### src/rtl/word_egress_serializer_if.sv
// ============================================================================
// word_egress_serializer_if : word-in / byte-out handshake bundle
// Rev 1.0
// ============================================================================
`default_nettype none

interface word_egress_serializer_if #(
  parameter int DATA_WIDTH = 32,
  parameter int FIFO_AW    = 2
);
  logic [DATA_WIDTH-1:0] WriteData;
  logic                  WriteDataValid;
  logic                  Ready;
  logic [7:0]            Data;
  logic                  DataValid;
  logic                  ByteReady;
  logic [FIFO_AW:0]      Level;
  logic                  Overflow;

  // Upstream word source and downstream byte sink, seen from outside the block
  modport master (
    output WriteData, WriteDataValid, ByteReady,
    input  Ready, Data, DataValid, Level, Overflow
  );

  modport slave (
    input  WriteData, WriteDataValid, ByteReady,
    output Ready, Data, DataValid, Level, Overflow
  );
endinterface

`default_nettype wire

### src/rtl/word_egress_serializer.sv
// ============================================================================
// word_egress_serializer : buffered 32-bit word to MSB-first byte egress
// Rev 1.0
// ============================================================================
`default_nettype none

module word_egress_serializer #(
  parameter int DATA_WIDTH = 32,
  parameter int FIFO_DEPTH = 4,
  parameter int FIFO_AW    = 2
) (
  input  wire                       Clk,
  input  wire                       ARst,
  word_egress_serializer_if.slave   bus
);

  localparam logic [FIFO_AW:0] FULL_CNT = (FIFO_AW+1)'(FIFO_DEPTH);

  typedef enum logic [0:0] {
    IDLE  = 1'b0,
    SHIFT = 1'b1
  } state_t;

  state_t                  state_q, state_d;
  logic [DATA_WIDTH-1:0]   mem_q [FIFO_DEPTH];
  logic [FIFO_AW-1:0]      wptr_q, rptr_q;
  logic [FIFO_AW:0]        count_q, count_d;
  logic [DATA_WIDTH-1:0]   shift_q, shift_d;
  logic [1:0]              idx_q, idx_d;
  logic                    ovf_q;
  logic                    ready;
  logic                    push;
  logic                    pop;

  // Ready comes from the registered count only, so a full FIFO refuses a
  // push even on an edge where it also pops.
  assign ready = (count_q != FULL_CNT);
  assign push  = bus.WriteDataValid && ready;

  always_comb begin
    state_d = state_q;
    shift_d = shift_q;
    idx_d   = idx_q;
    pop     = 1'b0;
    unique case (state_q)
      IDLE: begin
        if (count_q != '0) begin
          pop     = 1'b1;
          shift_d = mem_q[rptr_q];
          idx_d   = 2'd0;
          state_d = SHIFT;
        end
      end
      SHIFT: begin
        if (bus.ByteReady) begin
          if (idx_q == 2'd3) begin
            // Back-to-back words leave no bubble on the byte bus
            if (count_q != '0) begin
              pop     = 1'b1;
              shift_d = mem_q[rptr_q];
              idx_d   = 2'd0;
            end else begin
              state_d = IDLE;
            end
          end else begin
            shift_d = shift_q << 8;
            idx_d   = idx_q + 2'd1;
          end
        end
      end
      default: state_d = IDLE;
    endcase
  end

  always_comb begin
    count_d = count_q;
    if (push && !pop)
      count_d = count_q + (FIFO_AW+1)'(1);
    else if (!push && pop)
      count_d = count_q - (FIFO_AW+1)'(1);
  end

  always_ff @(posedge Clk or negedge ARst) begin
    if (!ARst) begin
      state_q <= IDLE;
      wptr_q  <= '0;
      rptr_q  <= '0;
      count_q <= '0;
      shift_q <= '0;
      idx_q   <= 2'd0;
      ovf_q   <= 1'b0;
    end else begin
      state_q <= state_d;
      count_q <= count_d;
      shift_q <= shift_d;
      idx_q   <= idx_d;
      if (push)
        wptr_q <= wptr_q + FIFO_AW'(1);
      if (pop)
        rptr_q <= rptr_q + FIFO_AW'(1);
      if (bus.WriteDataValid && !ready)
        ovf_q <= 1'b1;
    end
  end

  // Storage needs no reset: pointers and count define which entries are live
  always_ff @(posedge Clk) begin
    if (push)
      mem_q[wptr_q] <= bus.WriteData;
  end

  assign bus.Ready     = ready;
  assign bus.Data      = shift_q[DATA_WIDTH-1 -: 8];
  assign bus.DataValid = (state_q == SHIFT);
  assign bus.Level     = count_q;
  assign bus.Overflow  = ovf_q;

endmodule

`default_nettype wire

### src/flat_wrapper.sv
// flat-port wrapper written by rule: the top's interface ports become plain ports
module word_egress_serializer_flat 
#(
  parameter int DATA_WIDTH = 32,
  parameter int FIFO_DEPTH = 4,
  parameter int FIFO_AW    = 2
)
  (Clk, ARst, bus_WriteData, bus_WriteDataValid, bus_ByteReady, bus_Ready, bus_Data, bus_DataValid, bus_Level, bus_Overflow);
  word_egress_serializer_if #(.DATA_WIDTH(DATA_WIDTH), .FIFO_AW(FIFO_AW)) bus_i ();
  input  wire Clk;
  input  wire ARst;
  input wire logic [$bits(bus_i.WriteData)-1:0] bus_WriteData;
  input wire logic [$bits(bus_i.WriteDataValid)-1:0] bus_WriteDataValid;
  input wire logic [$bits(bus_i.ByteReady)-1:0] bus_ByteReady;
  output wire logic [$bits(bus_i.Ready)-1:0] bus_Ready;
  output wire logic [$bits(bus_i.Data)-1:0] bus_Data;
  output wire logic [$bits(bus_i.DataValid)-1:0] bus_DataValid;
  output wire logic [$bits(bus_i.Level)-1:0] bus_Level;
  output wire logic [$bits(bus_i.Overflow)-1:0] bus_Overflow;
  assign bus_i.WriteData = bus_WriteData;
  assign bus_i.WriteDataValid = bus_WriteDataValid;
  assign bus_i.ByteReady = bus_ByteReady;
  assign bus_Ready = bus_i.Ready;
  assign bus_Data = bus_i.Data;
  assign bus_DataValid = bus_i.DataValid;
  assign bus_Level = bus_i.Level;
  assign bus_Overflow = bus_i.Overflow;
  word_egress_serializer #(.DATA_WIDTH(DATA_WIDTH), .FIFO_DEPTH(FIFO_DEPTH), .FIFO_AW(FIFO_AW)) u_core (.Clk(Clk), .ARst(ARst), .bus(bus_i));
endmodule
### config.mk
export PLATFORM = sky130hd
export DESIGN_NAME = word_egress_serializer_flat
export DESIGN_NICKNAME = d
export VERILOG_FILES = /design/src/rtl/word_egress_serializer_if.sv /design/src/rtl/word_egress_serializer.sv /design/src/flat_wrapper.sv
export SDC_FILE = /design/constraint.sdc
export NUM_CORES = 1
export LEC_CHECK = 0
export CORE_MARGIN = 4
export CORE_UTILIZATION = 55
export DETAILED_ROUTE_END_ITERATION = 8
export PLACE_DENSITY = 0.72
export SLEW_MARGIN = 40
export SYNTH_ARGS = -nofsm -noshare
export SYNTH_HDL_FRONTEND = slang
export SYNTH_SLANG_ARGS = --single-unit
export TNS_END_PERCENT = 50
### constraint.sdc
create_clock -name Clk -period 2.75 [get_ports Clk]
set_input_delay 0.55 -clock Clk [delete_from_list [all_inputs] [get_ports Clk]]
set_output_delay 0.55 -clock Clk [all_outputs]
set_load 0.01 [all_outputs]
==> metrics.md <==
| Metric | Value |
|---|---|
| Post-CTS repair timing setup buffer count | `0` |
| Maximum number of pins on one net before global-route repair | `52` |
| Avg Vias per Cell | `5.74` |
| Worst Path Arrival | `1.80 ns` |
| Post-detailed-route wirelength per cell | `20.8 µm` |
| Final Routed Wirelength | `12800 µm` |
| Final global-route overflow total | `0` |
| Die X | `120 µm` |
| Total number of nets in the final design | `476` |
| Worst Skew | `0.00865 ns` |
| Effective utilization at floorplan | `56.7%` |
| Num CTS Buffers | `17` |
| Highest fanout seen on the critical path | `5` |
| Mean cell area of the mapped netlist | `18.1 µm²` |
| Number of pins with negative max-slew slack in the final report | `0` |
| Crit path time final | `2.35 ns` |
| CP Capture Type | `primary output` |
| Total cell area at the placement stage | `7560 µm²` |
| Floorplan die area | `14400 µm²` |
| Count of mapped cells out of synthesis | `381` |
| Worst supply voltage drop on vdd | `0.715 mV` |
| Global Route Usage Sum | `19.3%` |
| Number of storage elements in the synthesis netlist | `171` |
| Count of input and output buffers | `49` |
| Utilization after layout | `66.9%` |
| Number of hold violations in the final report | `0` |
| Top-Level Pins | `50` |
| Cell area after layout | `8140 µm²` |
| Die height | `120 µm` |
| Worst-case headroom to the max-slew limit | `58.8%` |
| Ratio of cells with drive above 1 in the final layout | `21.3%` |
| Std-Cell Core Area | `12200 µm²` |
| Final total negative setup slack | `0 ns` |
| Clock transition at the registers of the reported paths | `0.06 ns` |
| Startpoint Class | `flip-flop` |
| CTS tree | `done` |
| Vias after detailed routing | `3524` |
| Result of the run | `finished, final reports clean` |
| Number of distinct library cells after synthesis | `31` |
| TritonCTS Sinks | `171` |
| Fraction of the yosys area taken by sequential cells | `71.3%` |
| DRC viols | `0` |
| Post-route fraction of the period consumed by the critical path | `85.5%` |
| Number of global-route vias before repair | `3697` |
| CTS Hold Buffers Added | `0` |
| Maximum buffer depth of the clock tree | `2` |
| Number of DRC markers in iteration 0 | `238` |
| Row count | `40` |
| Antenna Nets Post-Route | `0` |
| Iteration count of the initial detailed-routing pass | `5` |
| Total of warnings raised by yosys | `0` |
| Worst min path class | `input pin to async pin` |
| Initial antenna violation count | `0` |
| Total inserted antenna cells | `0` |
| First-pass GRT wire length | `20500 µm` |
| Root buffer cell | `clkbuf_16` |
| Area grow syn2layout | `17.9%` |
| Max capacitance violation total | `0` |
| Worst EP required | `2.20 ns` |
| Number of placed cells counting well taps | `582` |
| Number of setup violations in the final report | `0` |
| Post-Synthesis Net Count | `424` |
| RD Place Congestion | `0.770` |
| WS Path Type | `flip-flop to primary output` |
| Clock latency reported for the late side of the worst-skew pair | `0.43 ns` |
| Leakage power figure | `2.82 nW` |
| Post-CTS Resized | `0` |
| Post-DP HPWL | `7830 µm` |
| Highest attainable clock frequency | `0.425 GHz` |
| Deepest level of the CTS H-tree | `4` |
| PwrDens | `1050 nW/µm²` |
| Unrepaired setup endpoints after global routing | `false` |
| Number of non-filler instances in the completed layout | `614` |
| Transition time at the pin with the least slew margin | `0.618 ns` |
| Synthesized area | `6900 µm²` |
## cell families (layout without fill, tap and decap cells)
group,Yosys count,after routing,share of synthesized area (%)
AO/OA/AOI/OAI,61,61,7.31
flip-flops,171,171,71.3
multiplexers,34,34,10.8
adder cells (fa/ha/maj),7,7,1.38
AND/OR/NAND/NOR,63,63,5.35
buffers and inverters,39,104,3.14
XOR/XNOR,6,6,0.762
## layer usage
metal | up-vias | GRT usage [%] | routed length, µm
li1 | 1614 | - | -
met1 | 1809 | 26.1 | 5570
met2 | 92 | 30.0 | 6340
met3 | 9 | 7.40 | 725
met4 | 0 | 4.94 | 116
met5 | - | 0 | 0
## area by class of cell
type / instances / area, µm²
multi-input cells: 171 / 1760
well taps: 168 / 210
clock buffers: 18 / 439
clock inverters: 14 / 136
fillers: 833 / 4030
inverters: 5 / 20.0
flip-flops and latches: 171 / 4920
repair buffers: 67 / 646
## critical path, cell delays in order (launching register included)
cell	delay, ns
dfrtp_1	0.45
nor3b_1	0.37
inv_1	0.07
clkdlybuf4s50_1	0.48
## power by group
group / switching, W / internal, W
Sequential: 0.000374 / 0.00349
Clock: 0.00101 / 0.00129
Combinational: 0.00114 / 0.00124
Total: 0.00252 / 0.00602
## worst paths after layout
path | from | cells after the start | end | slack [ns]
setup reg to reg | u_core.bus.Level[0]$_DFFE_PN0P_ | 9 | u_core.bus.Level[2]$_DFFE_PN0P_ | 0.51
hold / removal | ARst | 1 | u_core.shift_q[29]$_DFFE_PN0P_ | 0.12
setup / recovery | u_core.bus.Level[0]$_DFFE_PN0P_ | 3 | bus_Ready | 0.40
max in group asynchronous | ARst | 2 | u_core.shift_q[20]$_DFFE_PN0P_ | 1.94
hold reg to reg | u_core.bus.Overflow$_DFFE_PN0P_ | 1 | u_core.bus.Overflow$_DFFE_PN0P_ | 0.46
min in group Clk | u_core.bus.Overflow$_DFFE_PN0P_ | 1 | u_core.bus.Overflow$_DFFE_PN0P_ | 0.46
## through the flow
| step | setup slack [ns] | power (W) | hold WS (ns) |
|---|---|---|---|
| after global routing | 0.218 | 0.00901 | 0.147 |
| final | 0.400 | 0.00854 | 0.124 |
| after detailed placement | 0.181 | 0.00633 | 0.448 |
| after CTS | 0.354 | 0.00866 | 0.132 |
| after global placement | 0.230 | 0.00622 | 0.447 |
| after floorplan | 0.234 | 0.00550 | 0.254 |
## synthesized netlist by cell type
| cell | count | share of area [%] |
|---|---|---|
| nand2b_1 | 2 | 0.18 |
| mux4_2 | 32 | 10 |
| dfrtp_1 | 43 | 16 |
| o221a_1 | 19 | 3.1 |
| nor2_1 | 25 | 1.4 |
| buf_4 | 11 | 1.2 |
| a22o_1 | 8 | 1.0 |
| edfxtp_1 | 128 | 56 |
| and2_1 | 5 | 0.45 |
| o221a_2 | 5 | 0.82 |
| mux2_2 | 2 | 0.33 |
| nor2b_1 | 2 | 0.18 |
| nor3b_1 | 25 | 2.7 |
| fa_1 | 1 | 0.29 |
| a32o_1 | 1 | 0.15 |
| xor2_1 | 2 | 0.25 |
| inv_1 | 4 | 0.22 |
| or3_4 | 1 | 0.16 |
| ha_1 | 6 | 1.1 |
| clkbuf_1 | 16 | 0.87 |
| and3b_1 | 1 | 0.13 |
| a21o_1 | 2 | 0.22 |
| o21ai_0 | 24 | 1.7 |
| or2_1 | 1 | 0.091 |
| a21bo_2 | 1 | 0.15 |
| o21ai_2 | 1 | 0.13 |
| xnor2_1 | 4 | 0.51 |
| buf_6 | 3 | 0.49 |
| buf_2 | 4 | 0.29 |
| nand3_1 | 1 | 0.072 |
| clkinv_2 | 1 | 0.072 |
## registers in the layout, indices dropped and copies added, names as in the netlist
name / flops
u_core.bus.DataValid: 1
u_core.bus.Level: 3
u_core.bus.Overflow: 1
u_core.idx_q: 2
u_core.mem_q: 128
u_core.rptr_q: 2
u_core.shift_q: 32
u_core.wptr_q: 2
## layout by cell type, fill, tap and decap left out, drive strengths merged
cell	netlist	final
nor2b	2	2
mux4	32	32
dfrtp	43	43
bufinv	0	1
ha	6	6
nor2	25	25
a21bo	1	1
buf	18	19
nor3b	25	25
a21o	2	2
edfxtp	128	128
xor2	2	2
nand3	1	1
and3b	1	1
inv	4	9
clkbuf	16	18
mux2	2	2
or3	1	1
a32o	1	1
fa	1	1
a22o	8	8
o21ai	25	25
o221a	24	24
xnor2	4	4
or2	1	1
nand2b	2	2
clkinv	1	7
and2	5	5
clkdlybuf4s50	0	48
clkinvlp	0	2
(Power assumes the default switching activity.)
==> patch 1 (same flow settings) <==
`DATA_WIDTH` is set to 32 in 3 places; all go to 64.
--- a/src/rtl/word_egress_serializer_if.sv
+++ b/src/rtl/word_egress_serializer_if.sv
@@ -5,7 +5,7 @@
 `default_nettype none
 
 interface word_egress_serializer_if #(
-  parameter int DATA_WIDTH = 32,
+  parameter int DATA_WIDTH = 64,
   parameter int FIFO_AW    = 2
 );
   logic [DATA_WIDTH-1:0] WriteData;
--- a/src/rtl/word_egress_serializer.sv
+++ b/src/rtl/word_egress_serializer.sv
@@ -5,7 +5,7 @@
 `default_nettype none
 
 module word_egress_serializer #(
-  parameter int DATA_WIDTH = 32,
+  parameter int DATA_WIDTH = 64,
   parameter int FIFO_DEPTH = 4,
   parameter int FIFO_AW    = 2
 ) (
--- a/src/flat_wrapper.sv
+++ b/src/flat_wrapper.sv
@@ -1,7 +1,7 @@
 // flat-port wrapper written by rule: the top's interface ports become plain ports
 module word_egress_serializer_flat 
 #(
-  parameter int DATA_WIDTH = 32,
+  parameter int DATA_WIDTH = 64,
   parameter int FIFO_DEPTH = 4,
   parameter int FIFO_AW    = 2
 )
Ports: changed (resized bus_WriteData); port bits go from 50 to 82. The function was not compared with the original's and may differ.
==> patch 1 against the unedited design <==
- first-iteration DRC count is 140% higher
- cell area increased by 94%
- utilization fell by 1.9 points
- critical path depth is 1 higher
- global-route usage rose by 0.42 points
- area after synthesis rose by 96%
- worst setup slack lost 0.13 ns
- sequential cell count increased by 160
- wire length increased by 100%
- register-to-register slack got worse by 0.13 ns
- clock skew up 0.0044 ns
- total power increased by 94%
- largest power group unchanged
==> patch 1: results (changes against the unedited design) <==
Clock tree
  • CTS Buf Count: 35 (was 17)
  • Clk pin slew, worst setup/hold paths: 0.06 ns (about the same)
  • H-Tree Depth: 2 (was 4)
  • Clk Latency, worst-skew pair: 0.51 ns (was 0.43 ns)
  • Clock Root Buffer: clkbuf_16 (unchanged)
  • Post-CTS resize count: 0 (unchanged)
  • CTS Buffer Depth: 3 (was 2)
  • Post-CTS setup buffer count: 0 (unchanged)

Setup path
  • FF-to-FF Start: u_core.bus.Level[2] (was u_core.bus.Level[0])
  • WP data arrival: 1.93 ns (was 1.80 ns)
  • Max FO, Critical Path: 5 (unchanged)
  • Crit path launch: u_core.bus.Level[0] (unchanged)

Synth
  • Ys Warns: 0 (unchanged)
  • Yosys cell types: 35 (was 31)
  • Post-synth EDFFs: 256 (was 128)
  • Top cells by area, synth: edfxtp_1 57%, dfrtp_1 14%, mux4_2 11% (was edfxtp_1 56%, dfrtp_1 16%, mux4_2 10%)
  • Syn Nets: 842 (was 424)
  • Cell count after synthesis: 767 (was 381)
  • Post-synthesis cell area: 13500 sq um (was 6900 sq um)
  • Post-synthesis sequential area ratio: 70.9% (was 71.3%)
  • Synth top area share: 57.0% (was 55.7%)
  • FFs w/ async S/R, synth: 22.7% (was 25.1%)
  • Main synth FF type: edfxtp_1 (unchanged)
  • Synth top cells by count: 256 x edfxtp_1, 75 x dfrtp_1, 73 x nor2_1 (was 128 x edfxtp_1, 43 x dfrtp_1, 32 x mux4_2)

Global routing
  • First-pass GRT wire length: 41.3 mm (was 20.5 mm)
  • Initial antenna violation count: 0 (unchanged)
  • Largest net degree at the start of global routing: 124 (was 52)
  • Vias in the first global route: 7461 (was 3697)
  • Total track usage: 19.8% (was 19.3%)

STA
  • Post-Route Skew: 0.0131 ns (was 0.00865 ns)
  • Worst-margin pin slew: 0.684 ns (was 0.618 ns)
  • Final hold violations: 0 (unchanged)

Power and ir drop
  • Maximum VDD drop: 0.000646 V (was 0.000715 V)
  • Power per standard cell area: 1050 nW/um^2 (about the same)
  • Leak: 0.00527 uW (was 0.00282 uW)
  • Reg power frac: 45.2% (was 45.3%)
  • Internal Power: 11800 uW (was 6020 uW)
  • Clock group share of total power: 27.7% (was 26.9%)

Cells and area
  • Layout Cells excl Fill: 1192 (was 614)
  • Layout cell share with drive strength beyond 1: 21.8% (was 21.3%)
  • N_diodes: 0 (unchanged)
  • Largest Register: u_core.mem_q (unchanged)
  • Nets: 917 (was 476)
  • Max reg flops: 256 (was 128)

Place
  • Inst Count DP: 1129 (was 582)
  • Gpl congestion: 0.835 (was 0.770)
  • PortBufs: 81 (was 49)
  • Detailed placer's ending HPWL: 15.5 mm (was 7.83 mm)

Detailed routing
  • DRT iter0 DRCs: 574 (was 238)
  • First-pass DRT Iterations: 6 (was 5)
  • Detailed-route wire length per cell: 21.8 um (was 20.8 um)
  • Via count: 7130 (was 3524)

Run status
  • Outcome: finished clean (unchanged)

Min path
  • Worst hold path class: in2async (unchanged)
==> patch 1: routing by layer <==
layer	vias up	share of wire, %	track usage [%]
li1	3205	-	-
met1	3696	43	28.1
met2	185	51	32.5
met3	44	4.2	3.02
met4	0	2.2	5.56
met5	-	0	0
==> patch 1: stage by stage <==
step	worst slack [ns]	instance area [sq um]	TNS [ns]
after detailed placement	0.315	14600	0
after global routing	0.159	15800	0
after floorplan	-0.201	13500	-25.76
final	0.270	15800	0
after CTS	0.238	15800	0
after global placement	0.390	14600	0
==> patch 1: area by class of cell <==
type                            instances  area [sq um]
Inverter                                8          30.0
Sequential cell                       331          9570
Clock buffer                           43           990
Fill cell                            1663          8470
Multi-Input combinational cell        364          3520
Tap cell                              324           405
Timing Repair Buffer                  102          1100
Clock inverter                         20           159
==> patch 1: worst paths after layout <==
path	cells after the start	slack, ns	end
setup / recovery	4	0.27	bus_Ready
hold / removal	1	0.08	u_core.wptr_q[1]
setup reg to reg	8	0.38	u_core.bus.Level[2]
hold reg to reg	1	0.45	u_core.bus.Overflow
max in group asynchronous	2	2.02	u_core.shift_q[39]
min in group Clk	3	0.45	u_core.bus.DataValid
==> patch 1: kinds of logic after synthesis <==
logic type / after synthesis / share of synthesized area, %
DFF: 331 / 70.9
and+or+nand+nor: 158 / 6.44
AOI/OAI and AO/OA: 126 / 7.54
buffers and inverters: 72 / 3.11
muxes: 67 / 10.9
adders and majority gates: 7 / 0.705
xor gates and xnor gates: 6 / 0.390
==> patch 1: critical path, cell delays in order, from the launching register on <==
cell and delay (ns):
dfrtp_1 0.38, buf_4 0.16, nor3b_1 0.33, inv_1 0.08
clkdlybuf4s50_1 0.48
==> patch 2 (config.mk and constraints unchanged) <==
Without the edit above. Reset style: synchronous (`ARst`), changed in one clocked block.
--- a/src/rtl/word_egress_serializer.sv
+++ b/src/rtl/word_egress_serializer.sv
@@ -80,7 +80,7 @@
       count_d = count_q - (FIFO_AW+1)'(1);
   end
 
-  always_ff @(posedge Clk or negedge ARst) begin
+  always_ff @(posedge Clk) begin
     if (!ARst) begin
       state_q <= IDLE;
       wptr_q  <= '0;
Behaviour: differs if ARst is asserted again (counterexample within 4 cycles, from zero or initial values and one cycle with ARst low); with ARst held inactive, the same outputs for 10 cycles.
==> patch 2 against the unedited design <==
- sequential cell count up 2
- cell area grew 1.8%
- worst setup slack got worse by 0.27 ns
- wire length grew 5.3%
- area after synthesis is 1.7% higher
- clock power rose by 4%
- count of clock-buffer cells in the layout fell by 1
- total power fell by 6.6%
- cell count grew 7.5%
- register-to-register slack better by 0.08 ns
- critical path type unchanged
- largest power group unchanged
==> patch 2: results (changes against the unedited design) <==
Run status
  • Outcome: finished clean (unchanged)

STA
  • Worst hold slack: 0.478 ns (was 0.124 ns)
  • Post-Route Skew: 0.00588 ns (was 0.00865 ns)
  • Relative slew slack: 56.9% (was 58.8%)

Cells and area
  • Synth-to-layout area growth: 18.0% (was 17.9%)
  • Layout cell share with drive strength beyond 1: 15.2% (was 21.3%)
  • Plain + repair buffers: 65 (was 67)

Synth
  • Synth Area per Inst: 16.4 sq um (was 18.1 sq um)
  • FFs w/ async S/R, synth: 0% (was 25.1%)
  • Post-synthesis sequential area ratio: 67.6% (was 71.3%)
  • Syn Nets: 472 (was 424)
  • Synth Register Bits: 173 (was 171)
  • Yosys cell types: 34 (was 31)

Power and ir drop
  • Total power: 7980 uW (was 8540 uW)
  • P_sw: 2270 uW (was 2520 uW)
  • Leak: 0.00274 uW (was 0.00282 uW)
  • Clock group share of total power: 29.9% (was 26.9%)
  • Maximum VDD drop: 0.000507 V (was 0.000715 V)

Global routing
  • Vias in the first global route: 3948 (was 3697)
  • GR met1 Demand/Resource: 25.6% (was 26.1%)
  • Largest net degree at the start of global routing: 51 (was 52)
  • Total track usage: 19.6% (was 19.3%)

Place
  • Detailed placer's ending HPWL: 7.88 mm (was 7.83 mm)

Setup path
  • Max FO, Critical Path: 7 (was 5)

Detailed routing
  • Detailed Route WL: 13.4 mm (was 12.8 mm)

Min path
  • Worst hold path class: reg2reg (was in2async)
patch 2: cell types whose count changed in the layout (fill, tap and decap cells not counted), sizes merged, moves of 5 or more:
| cell | delta |
|---|---|
| and3 | +5 |
| or3 | +25 |
| a32o | +8 |
| a22o | -7 |
| a21oi | +7 |
| dfrtp | -43 |
| o2111a | +24 |
| and2 | -5 |
| dfxtp | +45 |
| o221a | -24 |
patch 2: final timing paths:
kind | startpoint | endpoint | cells after the start
setup / recovery | u_core.bus.Level[2] | bus_Ready | 3
hold / removal | u_core.bus.Overflow | u_core.bus.Overflow | 2
setup reg to reg | u_core.bus.Level[0] | u_core.bus.Level[2] | 8
hold reg to reg | u_core.bus.Overflow | u_core.bus.Overflow | 2
patch 2: kinds of logic (layout without fill, tap and decap cells):
group,Yosys count,in the layout,share of synthesized area (%)
mux,33,33,10.9
fa+ha+maj,7,7,1.35
compound gates,73,73,8.45
xor+xnor,2,2,0.250
buf+inv,46,105,3.62
simple gates,95,95,7.79
flops,173,173,67.6
